File: config.mk
export PLATFORM = sky130hd
export DESIGN_NAME = bpsk_rx_ctrl_flat
export DESIGN_NICKNAME = d
export VERILOG_FILES = /design/src/rtl/bpsk_pkg.sv /design/src/rtl/bpsk_rx_ctrl_if.sv /design/src/rtl/bpsk_bit_sync.sv /design/src/rtl/bpsk_rx_ctrl.sv /design/src/flat_wrapper.sv
export SDC_FILE = /design/constraint.sdc
export NUM_CORES = 1
export LEC_CHECK = 0
export BUFFER_PORTS_ARGS = -buffer_cell sky130_fd_sc_hd__buf_2
export CORE_MARGIN = 1.5
export CORE_UTILIZATION = 45
export CTS_CLUSTER_DIAMETER = 100
export DETAILED_ROUTE_END_ITERATION = 10
export PLACE_DENSITY = 0.66
export SYNTH_ARGS = -nofsm -noshare
export SYNTH_HDL_FRONTEND = slang
export SYNTH_HIERARCHICAL = 1
export SYNTH_SLANG_ARGS = --single-unit
File: constraint.sdc
create_clock -name clk -period 2.05 [get_ports clk]
set_clock_uncertainty 0.1 [all_clocks]
set_input_delay 0.3075 -clock clk [delete_from_list [all_inputs] [get_ports clk]]
set_output_delay 0.3075 -clock clk [all_outputs]
set_load 0.01 [all_outputs]
File: src/rtl/bpsk_pkg.sv
// Shared types and defaults for the BPSK receive controller.
//   state_t      : receiver FSM states
//   BIT_CYCLES   : default clk cycles per bit (128 MHz / 9600 baud)
//   HALF         : default mid-bit sample offset
//   DEF_SYNC_WORD: default frame marker
package bpsk_pkg;
  typedef enum logic [1:0] {IDLE, HUNT, RECV} state_t;

  localparam int DEF_REF_CLK_FREQ = 128000000;
  localparam int DEF_BAUDRATE     = 9600;
  localparam int BIT_CYCLES       = DEF_REF_CLK_FREQ / DEF_BAUDRATE;
  localparam int HALF             = BIT_CYCLES / 2;
  localparam logic [31:0] DEF_SYNC_WORD = 32'h1ACFFC1D;

  function automatic int bit_cycles(input int ref_clk_freq, input int baudrate);
    return ref_clk_freq / baudrate;
  endfunction
endpackage

File: src/rtl/bpsk_rx_ctrl_if.sv
// Frame RAM write port plus receiver status, driven by bpsk_rx_ctrl.
//   ram_clk/ram_en/ram_we/ram_addr/ram_wr_data/ram_rst : RAM port A
//   sync_lock  : receiver is inside a frame
//   frame_done : pulse with the last word's write
//   bit_strobe : pulse per decoded bit
interface bpsk_rx_ctrl_if #(
  parameter int DATA_WIDTH = 32,
  parameter int ADDR_WIDTH = 6
);
  logic                  ram_clk;
  logic                  ram_en;
  logic                  ram_we;
  logic [ADDR_WIDTH-1:0] ram_addr;
  logic [DATA_WIDTH-1:0] ram_wr_data;
  logic                  ram_rst;
  logic                  sync_lock;
  logic                  frame_done;
  logic                  bit_strobe;

  modport master (output ram_clk, ram_en, ram_we, ram_addr, ram_wr_data, ram_rst,
                         sync_lock, frame_done, bit_strobe);
  modport slave  (input  ram_clk, ram_en, ram_we, ram_addr, ram_wr_data, ram_rst,
                         sync_lock, frame_done, bit_strobe);
endinterface

File: src/rtl/bpsk_bit_sync.sv
// Bit timing recovery and differential decode.
//   clk, nrst : clock, synchronous active-low reset
//   active    : receiver not idle; low holds counter and phase memory at 0
//   phase_in  : asynchronous hard phase decision
//   bit_valid : one-cycle pulse per decoded bit
//   bit_data  : decoded bit (1 = phase toggled since previous bit)
module bpsk_bit_sync #(
  parameter int BIT_CYCLES = 16,
  parameter int HALF       = 8
) (
  input  logic clk,
  input  logic nrst,
  input  logic active,
  input  logic phase_in,
  output logic bit_valid,
  output logic bit_data
);
  localparam int CW = $clog2(BIT_CYCLES);

  logic          s1, s2, s_d, prev_phase;
  logic [CW-1:0] cnt;
  logic          edge_det, strobe;

  assign edge_det = s2 ^ s_d;
  // an edge re-phases the counter, so it suppresses a coincident sample
  assign strobe   = active && !edge_det && (cnt == CW'(HALF-1));

  always_ff @(posedge clk) begin
    if (!nrst) begin
      s1 <= 1'b0; s2 <= 1'b0; s_d <= 1'b0;
      cnt <= '0; prev_phase <= 1'b0;
      bit_valid <= 1'b0; bit_data <= 1'b0;
    end else begin
      s1  <= phase_in;
      s2  <= s1;
      s_d <= s2;
      if (!active) begin
        cnt        <= '0;
        prev_phase <= 1'b0;
      end else begin
        // free-running so runs of 0-bits without edges keep being sampled
        if (edge_det || cnt == CW'(BIT_CYCLES-1)) cnt <= '0;
        else                                      cnt <= cnt + CW'(1);
        if (strobe) prev_phase <= s_d;
      end
      bit_valid <= strobe;
      bit_data  <= strobe ? (s_d ^ prev_phase) : 1'b0;
    end
  end
endmodule

File: src/rtl/bpsk_rx_ctrl.sv
// BPSK receive controller: hunts for the sync word in the decoded bit
// stream, then deserializes FRAME_LENGTH words MSB-first into frame RAM.
//   clk, nrst : clock, synchronous active-low reset
//   rx_enable : receiver enable; low returns to IDLE and drops a partial frame
//   phase_in  : asynchronous demodulator phase decision
//   ram       : frame RAM write port and status (master side)
module bpsk_rx_ctrl
  import bpsk_pkg::*;
#(
  parameter int                    DATA_WIDTH   = 32,
  parameter int                    FRAME_LENGTH = 38,
  parameter int                    ADDR_WIDTH   = 6,
  parameter int                    REF_CLK_FREQ = 128000000,
  parameter int                    BAUDRATE     = 9600,
  parameter logic [DATA_WIDTH-1:0] SYNC_WORD    = DEF_SYNC_WORD
) (
  input  logic            clk,
  input  logic            nrst,
  input  logic            rx_enable,
  input  logic            phase_in,
  bpsk_rx_ctrl_if.master  ram
);
  localparam int BC = bit_cycles(REF_CLK_FREQ, BAUDRATE);
  localparam int BW = $clog2(DATA_WIDTH);

  state_t                state, state_nx;
  logic                  bit_valid, bit_data;
  logic [DATA_WIDTH-1:0] shreg, shift_val, wr_data;
  logic [BW-1:0]         bit_cnt;
  logic [ADDR_WIDTH-1:0] word_cnt;
  logic                  we, done, last_word;

  bpsk_bit_sync #(.BIT_CYCLES(BC), .HALF(BC/2)) u_bit_sync (
    .clk(clk), .nrst(nrst), .active(state != IDLE), .phase_in(phase_in),
    .bit_valid(bit_valid), .bit_data(bit_data)
  );

  assign shift_val = {shreg[DATA_WIDTH-2:0], bit_data};
  assign last_word = (word_cnt == ADDR_WIDTH'(FRAME_LENGTH-1));

  always_ff @(posedge clk) begin
    if (!nrst) state <= IDLE;
    else       state <= state_nx;
  end

  always_comb begin
    state_nx = state;
    if (!rx_enable) state_nx = IDLE;
    else begin
      case (state)
        IDLE:    state_nx = HUNT;
        HUNT:    if (bit_valid && shift_val == SYNC_WORD) state_nx = RECV;
        RECV:    if (we && last_word) state_nx = HUNT;
        default: state_nx = IDLE;
      endcase
    end
  end

  always_ff @(posedge clk) begin
    if (!nrst || !rx_enable || state == IDLE) begin
      shreg <= '0; bit_cnt <= '0; word_cnt <= '0;
      we <= 1'b0; done <= 1'b0; wr_data <= '0;
    end else begin
      we   <= 1'b0;
      done <= 1'b0;
      if (state == HUNT && bit_valid) begin
        shreg <= shift_val;
        if (shift_val == SYNC_WORD) begin
          bit_cnt  <= '0;
          word_cnt <= '0;
        end
      end
      if (state == RECV) begin
        if (bit_valid) begin
          shreg <= shift_val;
          if (bit_cnt == BW'(DATA_WIDTH-1)) begin
            bit_cnt <= '0;
            we      <= 1'b1;
            wr_data <= shift_val;
            done    <= last_word;
          end else begin
            bit_cnt <= bit_cnt + BW'(1);
          end
        end
        // address advances after the write cycle; last word wraps back to hunting
        if (we) begin
          if (last_word) begin
            word_cnt <= '0;
            shreg    <= '0;
          end else begin
            word_cnt <= word_cnt + ADDR_WIDTH'(1);
          end
        end
      end
    end
  end

  assign ram.ram_clk     = clk;
  assign ram.ram_en      = (state != IDLE);
  assign ram.ram_we      = we;
  assign ram.ram_addr    = word_cnt;
  assign ram.ram_wr_data = wr_data;
  assign ram.ram_rst     = 1'b0;
  assign ram.sync_lock   = (state == RECV);
  assign ram.frame_done  = done;
  assign ram.bit_strobe  = bit_valid;
endmodule

File: src/flat_wrapper.sv
// flat-port wrapper written by rule: the top's interface ports become plain ports
module bpsk_rx_ctrl_flat import bpsk_pkg::*;
#(
  parameter int                    DATA_WIDTH   = 32,
  parameter int                    FRAME_LENGTH = 38,
  parameter int                    ADDR_WIDTH   = 6,
  parameter int                    REF_CLK_FREQ = 128000000,
  parameter int                    BAUDRATE     = 9600,
  parameter logic [DATA_WIDTH-1:0] SYNC_WORD    = DEF_SYNC_WORD
)
  (clk, nrst, rx_enable, phase_in, ram_ram_clk, ram_ram_en, ram_ram_we, ram_ram_addr, ram_ram_wr_data, ram_ram_rst, ram_sync_lock, ram_frame_done, ram_bit_strobe);
  bpsk_rx_ctrl_if #(.DATA_WIDTH(DATA_WIDTH), .ADDR_WIDTH(ADDR_WIDTH)) ram_i ();
  input  logic clk;
  input  logic nrst;
  input  logic rx_enable;
  input  logic phase_in;
  output wire logic [$bits(ram_i.ram_clk)-1:0] ram_ram_clk;
  output wire logic [$bits(ram_i.ram_en)-1:0] ram_ram_en;
  output wire logic [$bits(ram_i.ram_we)-1:0] ram_ram_we;
  output wire logic [$bits(ram_i.ram_addr)-1:0] ram_ram_addr;
  output wire logic [$bits(ram_i.ram_wr_data)-1:0] ram_ram_wr_data;
  output wire logic [$bits(ram_i.ram_rst)-1:0] ram_ram_rst;
  output wire logic [$bits(ram_i.sync_lock)-1:0] ram_sync_lock;
  output wire logic [$bits(ram_i.frame_done)-1:0] ram_frame_done;
  output wire logic [$bits(ram_i.bit_strobe)-1:0] ram_bit_strobe;
  assign ram_ram_clk = ram_i.ram_clk;
  assign ram_ram_en = ram_i.ram_en;
  assign ram_ram_we = ram_i.ram_we;
  assign ram_ram_addr = ram_i.ram_addr;
  assign ram_ram_wr_data = ram_i.ram_wr_data;
  assign ram_ram_rst = ram_i.ram_rst;
  assign ram_sync_lock = ram_i.sync_lock;
  assign ram_frame_done = ram_i.frame_done;
  assign ram_bit_strobe = ram_i.bit_strobe;
  bpsk_rx_ctrl #(.DATA_WIDTH(DATA_WIDTH), .FRAME_LENGTH(FRAME_LENGTH), .ADDR_WIDTH(ADDR_WIDTH), .REF_CLK_FREQ(REF_CLK_FREQ), .BAUDRATE(BAUDRATE), .SYNC_WORD(SYNC_WORD)) u_core (.clk(clk), .nrst(nrst), .rx_enable(rx_enable), .phase_in(phase_in), .ram(ram_i));
endmodule
==> results.json <==
{
  "yosys.cell_count.top_type": "nand2_1",
  "synth-async-reset-ratio_pct": 0,
  "pwr-share-seq_pct": 54.8,
  "die_area_mm2": 0.00925,
  "maximum_number_of_pins_on_one_net_before_global_route_repair": 33,
  "timing_worst_setup_path_type": "flop to flop",
  "cellLeakagePower_nw": 1.61,
  "grt_pass1_vias": 2954,
  "layout-drive-gt1-share_pct": 16.4,
  "gr-usage-met2_pct": 29.9,
  "r2r_slack_ps": 160,
  "rr_endpoint": "u_core/ram.ram_wr_data[30]",
  "ys.flop_type": "dfxtp_1",
  "wire_length_of_the_first_global_routing_pass_um": 13600,
  "synth_cell_type_count": 48,
  "yosys-top-cells-area": "dfxtp_1, nand2_1, a21oi_1",
  "reg2reg_depth": 7,
  "mappedNetlistNets": 491,
  "gr-total-overflow": 0,
  "cp_max_fo": 32,
  "yosysWarningCount": 6,
  "clk_latency_ps": 460,
  "floorplan.rows": 33,
  "cts.reportedPaths.clkPinSlew_ps": 100,
  "synth_top_area_share_pct": 50.2,
  "route.detailed.vias_per_inst": 5.22,
  "detailedRoute.firstIterationViolations": 143,
  "post-route-cell-area_mm2": 0.00453,
  "worstSetupEndpoint": "u_core/ram.ram_wr_data[30]",
  "postSynthCellCount": 480,
  "layout_min_cycle_time_ps": 1890,
  "dieHeight_um": 96.2,
  "finalMaxSlewViolations": 0,
  "initial_antenna_violation_count": 0,
  "global_placer_s_final_weighted_congestion": 0.841,
  "synth_enable_flop_cells": 0,
  "final_net_count": 538,
  "pre_cts_ws_ps": 189,
  "boundary_pin_count": 49,
  "p_clk_share_pct": 43.9,
  "antennaDiodeCount": 0,
  "grt_most_used_layer": "met2",
  "power_density_mw_per_mm2": 770,
  "yosys-top-cells-count": "nand2_1, dfxtp_1, a21oi_1, nor2_1, clkbuf_1",
  "area_growth_syn_to_layout_pct": 16.0,
  "rsz0062_at_grt": "no",
  "peakVddDrop_v": 0.000605,
  "tritoncts": "done",
  "p_comb_share_pct": 1.3,
  "routedWlPerCell_um": 13.0,
  "synth_seq_area_share_pct": 50.2,
  "port_buffers": 47,
  "final-setup-viol-count": 0,
  "p_int_mw": 2.75,
  "grt_util_all_layers_pct": 18.9,
  "timing.final.crit_share_pct": 92.3,
  "timing.final.hold_violations": 0,
  "drt_drc_violations_left": 0,
  "timing.setup.tns_ps": 0,
  "fin_ws_ps": 158,
  "drt.antenna.violating_nets": 0,
  "endpoint_kind": "flop",
  "cp_data_arrival_time_ps": 2190,
  "result_of_the_run": "finished clean",
  "postCtsSetupBuffers": 0,
  "max_cap_viol_count": 0,
  "syn-cell-area_mm2": 0.00390,
  "power_switching_share_pct": 21.0,
  "max_freq_ghz": 0.529,
  "detailedPlacementHpwl_um": 5580,
  "synth_area_per_cell_um2": 8.14,
  "report.power.total_mw": 3.49,
  "initial_utilization_pct": 47.1,
  "detailedRoute.firstPassIterationCount": 4,
  "power.switching_uw": 733,
  "placed_area_mm2": 0.00426,
  "critPathRequiredTime_ps": 2350,
  "dp_cell_count": 617,
  "final_cell_count_no_fill": 637,
  "hold-path-cell-count": 2,
  "timing.critical_path.from_type": "flop",
  "startpoint": "u_core/bit_cnt[0]",
  "via_count": 3323,
  "coreArea_mm2": 0.00830,
  "gr-usage-met1_pct": 24.8,
  "synth_top_cell_by_area": "dfxtp_1",
  "hold_path.class": "input port to flop",
  "grtUsageMet3_pct": 3.79,
  "synth.ff_latch_count": 98,
  "regToRegStartpoint": "u_core/bit_cnt[0]",
  "wl_um": 8290,
  "die_width_um": 96.2
}
[final cells by class]
type	count	area (um^2)
fillers	792	3770
clock buffers	14	174
multi-input cells	350	1800
repair buffers	59	355
flip-flops and latches	98	1960
clock inverters	6	90.1
well taps	105	131
inverters	5	18.8
[worst max-delay path, stage by stage (launching register included)]
cell and delay (ps):
dfxtp_1 420, ha_1 230, and3_1 190, ha_2 240, and3_1 220, buf_12 190
nand2_1 90, a21oi_1 140
[per-layer routing]
metal  vias to the layer above  part of all wire [%]
li1                       1696                     -
met1                      1557                    47
met2                        61                    48
met3                         9                   3.6
met4                         0                   1.3
met5                         -                     0
[power groups by stage]
stage,registers (mW),logic (mW),clock network [mW]
after CTS,1.91,0.0470,1.57
after floorplan,1.95,0.0294,0.0402
after detailed placement,1.95,0.0451,0.0295
after global placement,1.95,0.0443,0.0295
after global routing,1.91,0.0524,1.66
final,1.91,0.0466,1.53
[cell families (layout without fill, tap and decap cells)]
family | count (synthesis) | after routing | share of synthesized area, %
xor+xnor | 15 | 15 | 3.36
fa+ha+maj | 7 | 7 | 2.24
buf+inv | 32 | 84 | 3.88
compound gates | 88 | 88 | 11.9
other cells | 1 | 1 | 0.0960
flops | 98 | 98 | 50.2
mux | 1 | 1 | 0.256
simple gates | 238 | 238 | 28.0
[how the worst min path moves through the flow]
stage | startpoint | end
floorplan | clk | ram_ram_clk
global placement | clk | ram_ram_clk
detailed placement | clk | ram_ram_clk
CTS | nrst | u_core/u_bit_sync/s2
global route | nrst | u_core/u_bit_sync/s2
finish | nrst | u_core/u_bit_sync/s1
[stage by stage]
stage	util, %	hold slack (ps)
final	54.6	68.2
after global routing	54.6	72.5
after global placement	51.3	308
after CTS	54.5	57.6
after floorplan	-	299
after detailed placement	51.3	308
[what timing repair did]
action,CTS,global route
endpoints found under the hold margin,1,0
endpoints found under the setup margin,0,3
gates resized for setup,0,1
hold buffers,1,0
[cell usage in the layout, fill, tap and decap left out, drive strengths merged, types with 3 or more instances in the layout]
| master | netlist | routed |
|---|---|---|
| clkbuf | 16 | 13 |
| a21oi | 67 | 67 |
| nand2 | 149 | 149 |
| or2 | 3 | 3 |
| nand4 | 10 | 10 |
| nor4 | 3 | 3 |
| and3 | 5 | 5 |
| nor2 | 24 | 24 |
| inv | 5 | 6 |
| nor3 | 3 | 3 |
| dfxtp | 98 | 98 |
| nand3 | 13 | 13 |
| nor4bb | 3 | 3 |
| buf | 11 | 59 |
| ha | 7 | 7 |
| o21ai | 11 | 11 |
| and2 | 7 | 7 |
| xor2 | 14 | 14 |
No activity file was read; power rests on OpenSTA's default activity.
